`src/rtl/regfile_seq_ctrl_if.sv`:
```
// Instruction handshake and data-memory port of the register-file sequencer.
// The sequencer connects as master; the fetch unit and memory model connect as slave.
interface regfile_seq_ctrl_if;
    logic        instr_valid;
    logic        instr_ready;
    logic [15:0] instr;
    logic        mem_req;
    logic        mem_we;
    logic [15:0] mem_addr;
    logic [15:0] mem_wdata;
    logic [15:0] mem_rdata;
    logic        mem_ack;

    modport master (
        input  instr_valid, instr, mem_rdata, mem_ack,
        output instr_ready, mem_req, mem_we, mem_addr, mem_wdata
    );

    modport slave (
        output instr_valid, instr, mem_rdata, mem_ack,
        input  instr_ready, mem_req, mem_we, mem_addr, mem_wdata
    );
endinterface

```
`src/rtl/regfile_seq_ctrl.sv`:
```
// Multi-cycle sequencer for the 4x16 register file: decode, ALU, load/store, write-back.
// Optional macro CTRL_MEM_TIMEOUT_EN bounds the MEM wait to MEM_TIMEOUT cycles.
module regfile_seq_ctrl #(
    parameter int MEM_TIMEOUT = 64
) (
    input  logic               clk,
    input  logic               rst_n,
    regfile_seq_ctrl_if.master bus,
    output logic [1:0]         rs1_addr,
    output logic [1:0]         rs2_addr,
    input  logic [15:0]        rs1_data,
    input  logic [15:0]        rs2_data,
    output logic [1:0]         rd_addr,
    output logic [15:0]        rd_data,
    output logic               write_enable,
    output logic               busy,
    output logic               halted,
    output logic               err,
    output logic [15:0]        retired_count
);

    if (MEM_TIMEOUT < 1 || MEM_TIMEOUT > 65535) begin : g_bad_mem_timeout
        $error("MEM_TIMEOUT must be in 1..65535");
    end

    typedef enum logic [2:0] {S_IDLE, S_EXEC, S_MEM, S_WB, S_HALTED} state_t;

    localparam logic [3:0] OP_NOP  = 4'h0;
    localparam logic [3:0] OP_ADD  = 4'h1;
    localparam logic [3:0] OP_SUB  = 4'h2;
    localparam logic [3:0] OP_AND  = 4'h3;
    localparam logic [3:0] OP_OR   = 4'h4;
    localparam logic [3:0] OP_XOR  = 4'h5;
    localparam logic [3:0] OP_ADDI = 4'h6;
    localparam logic [3:0] OP_LDI  = 4'h7;
    localparam logic [3:0] OP_LD   = 4'h8;
    localparam logic [3:0] OP_ST   = 4'h9;
    localparam logic [3:0] OP_HALT = 4'hF;

    function automatic logic [15:0] alu(input logic [3:0]  op,
                                        input logic [15:0] a,
                                        input logic [15:0] b,
                                        input logic [7:0]  imm);
        logic signed [15:0] a_s;
        logic signed [15:0] imm_s;
        logic [15:0]        res;
        a_s   = signed'(a);
        imm_s = signed'({{8{imm[7]}}, imm});
        case (op)
            OP_ADD:  res = a + b;
            OP_SUB:  res = a - b;
            OP_AND:  res = a & b;
            OP_OR:   res = a | b;
            OP_XOR:  res = a ^ b;
            OP_ADDI: res = a_s + imm_s;
            OP_LDI:  res = {8'h00, imm};
            default: res = 16'h0000;
        endcase
        return res;
    endfunction

    state_t      state_q, state_d;
    logic [15:0] ir_q, ir_d;
    logic [1:0]  rs1_addr_q, rs1_addr_d;
    logic [1:0]  rs2_addr_q, rs2_addr_d;
    logic [1:0]  rd_addr_q, rd_addr_d;
    logic [15:0] rd_data_q, rd_data_d;
    logic        we_q, we_d;
    logic        mem_req_q, mem_req_d;
    logic        mem_we_q, mem_we_d;
    logic [15:0] mem_addr_q, mem_addr_d;
    logic [15:0] mem_wdata_q, mem_wdata_d;
    logic        err_q, err_d;
    logic [15:0] retired_q, retired_d;
    logic        retire;
    logic [3:0]  op;
    logic [15:0] op_a;
    logic [15:0] op_b;

`ifdef CTRL_MEM_TIMEOUT_EN
    logic [15:0] tmo_q, tmo_d;

    always_ff @(posedge clk or negedge rst_n) begin
        if (!rst_n) tmo_q <= 16'h0000;
        else        tmo_q <= tmo_d;
    end
`endif

    always_comb begin
        state_d     = state_q;
        ir_d        = ir_q;
        rs1_addr_d  = rs1_addr_q;
        rs2_addr_d  = rs2_addr_q;
        rd_addr_d   = rd_addr_q;
        rd_data_d   = rd_data_q;
        we_d        = 1'b0;
        mem_req_d   = mem_req_q;
        mem_we_d    = mem_we_q;
        mem_addr_d  = mem_addr_q;
        mem_wdata_d = mem_wdata_q;
        err_d       = err_q;
        retire      = 1'b0;
`ifdef CTRL_MEM_TIMEOUT_EN
        tmo_d       = tmo_q;
`endif
        op   = ir_q[15:12];
        // Register 0 reads as zero regardless of what the regfile returns.
        op_a = (ir_q[9:8] == 2'd0) ? 16'h0000 : rs1_data;
        op_b = (ir_q[7:6] == 2'd0) ? 16'h0000 : rs2_data;

        case (state_q)
            S_IDLE: begin
                if (bus.instr_valid) begin
                    ir_d       = bus.instr;
                    rs1_addr_d = bus.instr[9:8];
                    rs2_addr_d = bus.instr[7:6];
                    state_d    = S_EXEC;
                end
            end
            S_EXEC: begin
                case (op)
                    OP_NOP: begin
                        retire  = 1'b1;
                        state_d = S_IDLE;
                    end
                    OP_ADD, OP_SUB, OP_AND, OP_OR, OP_XOR, OP_ADDI, OP_LDI: begin
                        rd_addr_d = ir_q[11:10];
                        rd_data_d = alu(op, op_a, op_b, ir_q[7:0]);
                        we_d      = 1'b1;
                        state_d   = S_WB;
                    end
                    OP_LD, OP_ST: begin
                        mem_addr_d  = op_a;
                        mem_wdata_d = (op == OP_ST) ? op_b : mem_wdata_q;
                        mem_we_d    = (op == OP_ST);
                        mem_req_d   = 1'b1;
                        state_d     = S_MEM;
`ifdef CTRL_MEM_TIMEOUT_EN
                        tmo_d       = 16'h0000;
`endif
                    end
                    OP_HALT: begin
                        retire  = 1'b1;
                        state_d = S_HALTED;
                    end
                    default: begin
                        err_d   = 1'b1;
                        state_d = S_IDLE;
                    end
                endcase
            end
            S_MEM: begin
                // An ack arriving on the timeout cycle still completes normally.
                if (bus.mem_ack) begin
                    mem_req_d = 1'b0;
                    if (mem_we_q) begin
                        retire  = 1'b1;
                        state_d = S_IDLE;
                    end else begin
                        rd_addr_d = ir_q[11:10];
                        rd_data_d = bus.mem_rdata;
                        we_d      = 1'b1;
                        state_d   = S_WB;
                    end
                end
`ifdef CTRL_MEM_TIMEOUT_EN
                else if (tmo_q == 16'(MEM_TIMEOUT - 1)) begin
                    mem_req_d = 1'b0;
                    err_d     = 1'b1;
                    state_d   = S_IDLE;
                end else begin
                    tmo_d = tmo_q + 16'd1;
                end
`endif
            end
            S_WB: begin
                retire  = 1'b1;
                state_d = S_IDLE;
            end
            S_HALTED: begin
                state_d = S_HALTED;
            end
            default: begin
                state_d = S_IDLE;
            end
        endcase

        retired_d = retire ? retired_q + 16'd1 : retired_q;
    end

    always_ff @(posedge clk or negedge rst_n) begin
        if (!rst_n) begin
            state_q     <= S_IDLE;
            ir_q        <= 16'h0000;
            rs1_addr_q  <= 2'd0;
            rs2_addr_q  <= 2'd0;
            rd_addr_q   <= 2'd0;
            rd_data_q   <= 16'h0000;
            we_q        <= 1'b0;
            mem_req_q   <= 1'b0;
            mem_we_q    <= 1'b0;
            mem_addr_q  <= 16'h0000;
            mem_wdata_q <= 16'h0000;
            err_q       <= 1'b0;
            retired_q   <= 16'h0000;
        end else begin
            state_q     <= state_d;
            ir_q        <= ir_d;
            rs1_addr_q  <= rs1_addr_d;
            rs2_addr_q  <= rs2_addr_d;
            rd_addr_q   <= rd_addr_d;
            rd_data_q   <= rd_data_d;
            we_q        <= we_d;
            mem_req_q   <= mem_req_d;
            mem_we_q    <= mem_we_d;
            mem_addr_q  <= mem_addr_d;
            mem_wdata_q <= mem_wdata_d;
            err_q       <= err_d;
            retired_q   <= retired_d;
        end
    end

    assign bus.instr_ready = (state_q == S_IDLE);
    assign bus.mem_req     = mem_req_q;
    assign bus.mem_we      = mem_we_q;
    assign bus.mem_addr    = mem_addr_q;
    assign bus.mem_wdata   = mem_wdata_q;
    assign rs1_addr        = rs1_addr_q;
    assign rs2_addr        = rs2_addr_q;
    assign rd_addr         = rd_addr_q;
    assign rd_data         = rd_data_q;
    assign write_enable    = we_q;
    assign busy            = (state_q != S_IDLE) && (state_q != S_HALTED);
    assign halted          = (state_q == S_HALTED);
    assign err             = err_q;
    assign retired_count   = retired_q;

endmodule

```
`src/flat_wrapper.sv`:
```
// flat-port wrapper written by rule: the top's interface ports become plain ports
module regfile_seq_ctrl_flat 
#(
    parameter int MEM_TIMEOUT = 64
)
  (clk, rst_n, rs1_addr, rs2_addr, rs1_data, rs2_data, rd_addr, rd_data, write_enable, busy, halted, err, retired_count, bus_instr_valid, bus_instr, bus_mem_rdata, bus_mem_ack, bus_instr_ready, bus_mem_req, bus_mem_we, bus_mem_addr, bus_mem_wdata);
  regfile_seq_ctrl_if bus_i ();
  input  logic clk;
  input  logic rst_n;
  output logic [1:0] rs1_addr;
  output logic [1:0] rs2_addr;
  input  logic [15:0] rs1_data;
  input  logic [15:0] rs2_data;
  output logic [1:0] rd_addr;
  output logic [15:0] rd_data;
  output logic write_enable;
  output logic busy;
  output logic halted;
  output logic err;
  output logic [15:0] retired_count;
  input wire logic [$bits(bus_i.instr_valid)-1:0] bus_instr_valid;
  input wire logic [$bits(bus_i.instr)-1:0] bus_instr;
  input wire logic [$bits(bus_i.mem_rdata)-1:0] bus_mem_rdata;
  input wire logic [$bits(bus_i.mem_ack)-1:0] bus_mem_ack;
  output wire logic [$bits(bus_i.instr_ready)-1:0] bus_instr_ready;
  output wire logic [$bits(bus_i.mem_req)-1:0] bus_mem_req;
  output wire logic [$bits(bus_i.mem_we)-1:0] bus_mem_we;
  output wire logic [$bits(bus_i.mem_addr)-1:0] bus_mem_addr;
  output wire logic [$bits(bus_i.mem_wdata)-1:0] bus_mem_wdata;
  assign bus_i.instr_valid = bus_instr_valid;
  assign bus_i.instr = bus_instr;
  assign bus_i.mem_rdata = bus_mem_rdata;
  assign bus_i.mem_ack = bus_mem_ack;
  assign bus_instr_ready = bus_i.instr_ready;
  assign bus_mem_req = bus_i.mem_req;
  assign bus_mem_we = bus_i.mem_we;
  assign bus_mem_addr = bus_i.mem_addr;
  assign bus_mem_wdata = bus_i.mem_wdata;
  regfile_seq_ctrl #(.MEM_TIMEOUT(MEM_TIMEOUT)) u_core (.clk(clk), .rst_n(rst_n), .bus(bus_i), .rs1_addr(rs1_addr), .rs2_addr(rs2_addr), .rs1_data(rs1_data), .rs2_data(rs2_data), .rd_addr(rd_addr), .rd_data(rd_data), .write_enable(write_enable), .busy(busy), .halted(halted), .err(err), .retired_count(retired_count));
endmodule
```
`config.mk`:
```
export PLATFORM = sky130hd
export DESIGN_NAME = regfile_seq_ctrl_flat
export DESIGN_NICKNAME = d
export VERILOG_FILES = /design/src/rtl/regfile_seq_ctrl_if.sv /design/src/rtl/regfile_seq_ctrl.sv /design/src/flat_wrapper.sv
export SDC_FILE = /design/constraint.sdc
export NUM_CORES = 1
export LEC_CHECK = 0
export BUFFER_PORTS_ARGS = -buffer_cell sky130_fd_sc_hd__buf_2
export CAP_MARGIN = 20
export CORE_UTILIZATION = 45
export CTS_CLUSTER_SIZE = 30
export DETAILED_ROUTE_END_ITERATION = 8
export PLACE_DENSITY = 0.79
export SETUP_SLACK_MARGIN = 0.15
export SYNTH_ARGS = -nofsm -noshare
export SYNTH_HDL_FRONTEND = slang
export SYNTH_SLANG_ARGS = --single-unit
```
`constraint.sdc`:
```
create_clock -name clk -period 3.45 [get_ports clk]
set_input_delay 0.5175 -clock clk [delete_from_list [all_inputs] [get_ports clk]]
set_output_delay 0.5175 -clock clk [all_outputs]
set_load 0.005 [all_outputs]
```
==> metrics.csv, run 1 <==
stage,metric,value,unit
yosys,syn_avg_cell_area,8.46,um2
clock_tree,cts-buffers-inserted,9,
sta,fin_crit,3.24,ns
sta,period_share,94.0,%
clock_tree,cts_tree,built,
min_path,hold_path.class,primary input to asynchronous set/reset pin,
die,start_util,46.0,%
sta,tightest_slew,0.928,ns
critical_path,r2r_slack,0.21,ns
global_route,grt_start_max_net_pins,71,
global_route,grt_pass1_vias,6149,
power,ir_drop,0.000461,V
critical_path,cpPeakStageDelay,0.53,ns
yosys,synth_edf_count,0,
status,outcome,"complete, no violations",
placed_design,portBuffers,144,
drt,drt_iter0_drc,477,
clock_tree,cts_max_level,3,
sta,hold_viol,0,
critical_path,cp_cell_sequence,or2_4 > nand2_1 > inv_1 > o21ai_0 > a21oi_1 > ha_2 > or4_4 > o21ai_4 > o21ai_2 > a311o_1 > xor2_1 > a221oi_2 > a31oi_1,
global_route,grt_pass1_wl,31700,um
global_route,grt_antenna_before_repair,0,
critical_path,crit_buf_inv,1,
die,rows,44,
critical_path,crit_type,register to register,
die,io_pins,145,
yosys,syn_area,6680,um2
drt,routed_wl,20700,um
drt,ant_nets,0,
clock_tree,root_buffer,clkbuf_16,
yosys,synth_cell_type_count,67,
final_layout,drive_gt1_share,31.2,%
critical_path,rr_endpoint,u_core.rd_data[13]$_DFFE_PN0P_,
drt,vias,6636,
sta,fin_ws,0.208,ns
clock_tree,clock-sinks,89,
die,die_area,15300,um2
critical_path,cp_data_arrival_time,3.45,ns
placed_design,place_congestion,0.998,
die,design.core.area,14500,um2
final_layout,finalNetCount,1110,
yosys,synth_nets,924,
clock_tree,clock_path_buffers,2,
yosys,synthesis.instances,790,
global_route,grtUsageTotal,27.6,%
critical_path,crit_fanout,6,
yosys,async_flop_share,100,%
final_layout,multi_input_area,4360,um2
drt,vias_per_cell,5.70,
final_layout,n_antenna_cell,0,
power,powerDensity,1040,nW/um2
critical_path,critPathCaptureType,register,
global_route,grt_overflow,0,
yosys,synth-main-ff-cell,dfrtp_1,
sta,setup_viol,0,
placed_design,dp_hpwl,15800,um
drt,drc,0,
sta,fmax,308,MHz
final_layout,final_util,58.8,%
final_layout,fill_cells,1315,
die,die_w,124,um
critical_path,crit_family,compound AO/OA/AOI/OAI gates,
sta,rsz0062_at_grt,yes,
critical_path,r2r-start,u_core.ir_q[7]$_DFFE_PN0P_,
placed_design,dp_slack,-0.117,ns
final_layout,register_area,2230,um2
final_layout,area_growth,27.9,%
power,p_leak,4.32,nW
sta,finClkSkew,0.00889,ns
flow_run,maxCapViolCount,0,
drt,wire_per_inst,17.8,um
yosys,ys.warnings.count,0,
die,die_y,124,um
yosys,synth_seq_cells,89,
sta,drv_slew,0,
yosys,seq_area_frac_synth,33.3,%
critical_path,worst-r2r-cell-count,13,
critical_path,critPathLaunchType,register,
drt,dr.pass1.iters,5,
sta,slew_headroom,38.1,%
clock_tree,cts_hold_buf,0,
clock_tree,clkLatencyLatePin,0.35,ns
critical_path,worstPathRequired,3.66,ns
clock_tree,cts.clk_slew.worst_paths,0.07,ns
critical_path,crit_slowest_cell,or4_4,
## logic make-up after synthesis
group / count (synthesis) / share of synthesized area [%]
xor gates and xnor gates: 48 / 6.29
adders and majority gates: 66 / 12.6
muxes: 26 / 4.27
DFF: 89 / 33.3
buffers and inverters: 83 / 5.07
and+or+nand+nor: 267 / 19.1
AOI/OAI and AO/OA: 211 / 19.3
## Yosys cell counts, types with 6 or more instances
| library cell | number | area (um2) |
|---|---|---|
| nand2_1 | 123 | 462 |
| dfrtp_1 | 89 | 2230 |
| o21ai_0 | 78 | 390 |
| ha_1 | 64 | 801 |
| a21oi_1 | 53 | 265 |
| nor2_1 | 53 | 199 |
| inv_1 | 46 | 173 |
| clkbuf_1 | 24 | 90.1 |
| xnor2_1 | 24 | 210 |
| xor2_1 | 24 | 210 |
| nor3_1 | 22 | 110 |
| mux2_2 | 20 | 225 |
| a221oi_1 | 12 | 105 |
| nand2b_1 | 10 | 62.6 |
| nand4_1 | 9 | 56.3 |
| nor3b_1 | 7 | 52.6 |
| o31ai_1 | 7 | 52.6 |
| or3_1 | 7 | 43.8 |
| a211oi_1 | 6 | 45.0 |
| a21o_1 | 6 | 45.0 |
| buf_2 | 6 | 30.0 |
| mux2i_1 | 6 | 60.1 |
| nand3_1 | 6 | 30.0 |
| o21ai_1 | 6 | 30.0 |
## worst reg2reg max path, stage by stage (launching register included)
cell and delay, ns:
dfrtp_2 0.44, or2_4 0.31, nand2_1 0.15, inv_1 0.09
o21ai_0 0.17, a21oi_1 0.12, ha_2 0.22, or4_4 0.54
o21ai_4 0.19, o21ai_2 0.10, a311o_1 0.29, xor2_1 0.16
a221oi_2 0.22, a31oi_1 0.11
## where the power goes
part	internal, mW	switching, mW	total (mW)
clock network	0.611	0.445	1.06
registers	1.50	0.330	1.83
logic	2.59	3.38	5.96
total	4.69	4.15	8.85
## cells in the final DEF (no fill, tap or decap), types with 11 or more instances in the layout
master,instances
buf_2,143
nand2_1,119
dfrtp_1,87
o21ai_0,71
buf_4,67
ha_1,57
nor2_1,52
a21oi_1,47
inv_1,46
xnor2_1,24
xor2_1,24
nor3_1,20
mux2_2,20
a221oi_1,11
## metal layers
| layer | wire length [um] | GRT usage, % | vias up |
|---|---|---|---|
| li1 | - | - | 3151 |
| met1 | 8640 | 33.7 | 3208 |
| met2 | 10200 | 46.5 | 223 |
| met3 | 928 | 4.40 | 54 |
| met4 | 939 | 15.0 | 0 |
| met5 | 0 | 0 | - |
## through the flow
stage               power (mW)  area [um2]  hold WS (ns)  setup TNS, ns  cells
CTS                       8.49        8330         0.327              0   1157
finish                    8.85        8540         0.293              0   1165
global route              9.56        8540         0.365              0   1165
floorplan                 5.42        6750         0.222              0    790
global placement          7.20        7960         0.445        -0.0547   1139
detailed placement        7.30        7960         0.459         -0.295   1139
## worst max path at each step
stage / start / endpoint / cells after the start
final: u_core.ir_q[7]$_DFFE_PN0P_ / u_core.rd_data[13]$_DFFE_PN0P_ / 13
after CTS: u_core.ir_q[7]$_DFFE_PN0P_ / u_core.rd_data[13]$_DFFE_PN0P_ / 13
after detailed placement: rs2_data[2] / u_core.rd_data[14]$_DFFE_PN0P_ / 18
after floorplan: u_core.ir_q[7]$_DFFE_PN0P_ / u_core.rd_data[13]$_DFFE_PN0P_ / 14
after global placement: rs2_data[2] / u_core.rd_data[13]$_DFFE_PN0P_ / 16
after global routing: u_core.ir_q[7]$_DFFE_PN0P_ / u_core.rd_data[8]$_DFFE_PN0P_ / 14
## final cells by class
type / instances / area share [%]
Tap cell: 184 / 2.69
Multi-Input combinational cell: 618 / 51.0
Sequential cell: 89 / 26.1
Clock buffer: 12 / 3.00
Timing Repair Buffer: 212 / 14.5
Inverter: 46 / 2.02
Clock inverter: 4 / 0.688
## sequential cells by signal (all words and copies together), names as in the netlist, 2 cells and up
register,flops
u_core.rd_addr,2
u_core.ir_q,14
u_core.bus.mem_addr,16
u_core.rd_data,16
u_core.state_q,3
u_core.retired_count,16
u_core.bus.mem_wdata,16
## timing repair
item                                    in CTS  in global routing
gates resized for setup                      8                 41
pin swaps                                    7                 26
endpoints found under the setup margin       7                 11
buffers inserted                             2                  8
Power figures use the tool's default switching activity.
==> run 2, diff against run 1 <==
--- a/config.mk
+++ b/config.mk
@@ -7,10 +7,12 @@
 export LEC_CHECK = 0
 export BUFFER_PORTS_ARGS = -buffer_cell sky130_fd_sc_hd__buf_2
 export CAP_MARGIN = 20
-export CORE_UTILIZATION = 45
+export CORE_ASPECT_RATIO = 0.6
+export CORE_UTILIZATION = 50
 export CTS_CLUSTER_SIZE = 30
 export DETAILED_ROUTE_END_ITERATION = 8
-export PLACE_DENSITY = 0.79
+export PLACE_DENSITY = 0.85
+export REMOVE_ABC_BUFFERS = 1
 export SETUP_SLACK_MARGIN = 0.15
 export SYNTH_ARGS = -nofsm -noshare
 export SYNTH_HDL_FRONTEND = slang
==> metrics.csv, run 2 (synthesis results as in run 1) <==
stage,metric,value,unit
sta,fmax,308,MHz
drt,drt_iter0_drc,619,
critical_path,crit_type,register to register,
clock_tree,cts-buffers-inserted,9,
clock_tree,cts_hold_buf,0,
sta,tns,0,ns
sta,drv_slew,0,
final_layout,n_antenna_cell,0,
drt,ant_nets,0,
status,outcome,"complete, no violations",
drt,routed_wl,22800,um
power,total_power,9.31,mW
sta,slew_headroom,34.2,%
clock_tree,root_buffer,clkbuf_16,
global_route,grt_overflow,0,
clock_tree,clkLatencyLatePin,0.35,ns
die,die_w,151,um
drt,vias,6808,
die,die_y,91.6,um
sta,finClkSkew,0.00598,ns
power,p_leak,4.42,nW
critical_path,crit_fanout,15,
clock_tree,cts_tree,built,
power,powerDensity,1080,nW/um2
critical_path,crit_slowest_cell,a221oi_1,
critical_path,r2r_slack,0.21,ns
global_route,grt_antenna_before_repair,2,
power,ir_drop,0.000492,V
critical_path,cp_common_cell,nor2b_1,
placed_design,dp_hpwl,17500,um
sta,hold_viol,0,
sta,period_share,94.0,%
global_route,grt_pass1_vias,6171,
clock_tree,clock_path_buffers,2,
clock_tree,cts.clk_slew.worst_paths,0.07,ns
global_route,grt_pass1_wl,33900,um
critical_path,critPathLaunchType,register,
final_layout,final_util,66.8,%
critical_path,r2r-start,u_core.ir_q[9]$_DFFE_PN0P_,
die,io_pins,145,
sta,tightest_slew,0.984,ns
flow_run,maxCapViolCount,0,
drt,vias_per_cell,5.81,
min_path,hold_path.class,primary input to asynchronous set/reset pin,
clock_tree,cts_max_level,3,
sta,fin_crit,3.24,ns
drt,dr.pass1.iters,6,
critical_path,critPathCaptureType,register,
critical_path,cpPeakStageDelay,0.47,ns
final_layout,finalNetCount,1132,
sta,rsz0062_at_grt,yes,
drt,wire_per_inst,19.5,um
sta,setup_viol,0,
final_layout,final_common_cell,buf_2,
final_layout,drive_gt1_share,32.6,%
critical_path,cp_cell_sequence,or2_4 > buf_6 > nand2_1 > inv_1 > buf_4 > ha_1 > nor2b_1 > o31a_1 > o21ai_1 > nor2b_1 > xnor2_1 > a221oi_1 > o31ai_1,
die,die_area,13800,um2
critical_path,worstPathRequired,3.67,ns
drt,drc,0,
die,start_util,51.7,%
die,design.core.area,12900,um2
die,rows,32,
critical_path,setup.worst_path.start,u_core.ir_q[9]$_DFFE_PN0P_,
final_layout,layout_common_cells,"buf_2 (143), nand2_1 (117), buf_4 (88), dfrtp_1 (88), o21ai_0 (72)",
critical_path,crit_buf_inv,3,
placed_design,portBuffers,144,
global_route,grt_start_max_net_pins,36,
final_layout,area_growth,29.4,%
critical_path,rr_endpoint,u_core.rd_data[6]$_DFFE_PN0P_,
critical_path,worst-r2r-cell-count,13,
critical_path,crit_family,compound AO/OA/AOI/OAI gates,
placed_design,place_congestion,0.994,
sta,holdWs,0.0670,ns
clock_tree,clock-sinks,89,
critical_path,cp_data_arrival_time,3.47,ns
global_route,grtUsageTotal,33.0,%
-- run 2: how the worst max path moves through the flow --
| stage | to | slack [ns] | cells after the start |
|---|---|---|---|
| 6_report | u_core.rd_data[6]$_DFFE_PN0P_ | 0.21 | 13 |
| 5_1_grt | u_core.rd_data[13]$_DFFE_PN0P_ | 0.06 | 13 |
| 4_1_cts | u_core.rd_data[13]$_DFFE_PN0P_ | 0.13 | 14 |
| 3_5_place_dp | u_core.rd_data[14]$_DFFE_PN0P_ | -0.14 | 18 |
| 3_3_place_gp | u_core.rd_data[14]$_DFFE_PN0P_ | -0.08 | 18 |
| 2_1_floorplan | u_core.rd_data[13]$_DFFE_PN0P_ | -0.12 | 14 |
-- run 2: routing by layer --
layer | part of all wire, % | vias to the layer above | global-route usage, %
met5 | 0.26 | - | 3.46
met2 | 36 | 421 | 39.4
li1 | - | 3193 | -
met1 | 47 | 3157 | 50.6
met3 | 16 | 35 | 16.2
met4 | 1.1 | 2 | 6.58
-- run 2: where the power goes --
group	total (mW)	switching, mW	internal (mW)
logic	6.48	3.72	2.76
clock network	1.01	0.428	0.579
registers	1.82	0.325	1.50
-- run 2: area by class of cell --
type	count	area, um2
clock buffer	11	243
fill	1051	4290
multi-input combinational	618	4330
inverter	46	173
timing repair buffer	234	1410
sequential	89	2230
clock inverter	4	51.3
tap	170	213
-- run 2: through the flow --
stage / area (um2) / setup WS [ns] / std cells
2_1_floorplan: 6520 / -0.116 / 753
3_3_place_gp: 8060 / -0.0807 / 1147
3_5_place_dp: 8060 / -0.137 / 1147
4_1_cts: 8420 / 0.129 / 1163
5_1_grt: 8640 / 0.0584 / 1172
6_report: 8640 / 0.206 / 1172
-- run 2: what timing repair did --
action,4_1_cts,5_1_grt
endpoints found under the setup margin,8,12
setup buffers,1,9
resized for setup,13,45
pin swaps,5,23
-- run 2: worst register-to-register path, cell delays in order (launching register included) --
cell      delay [ns]
dfrtp_1         0.40
or2_4           0.29
buf_6           0.18
nand2_1         0.13
inv_1           0.09
buf_4           0.14
ha_1            0.32
nor2b_1         0.15
o31a_1          0.25
o21ai_1         0.22
nor2b_1         0.21
xnor2_1         0.14
a221oi_1        0.47
o31ai_1         0.13
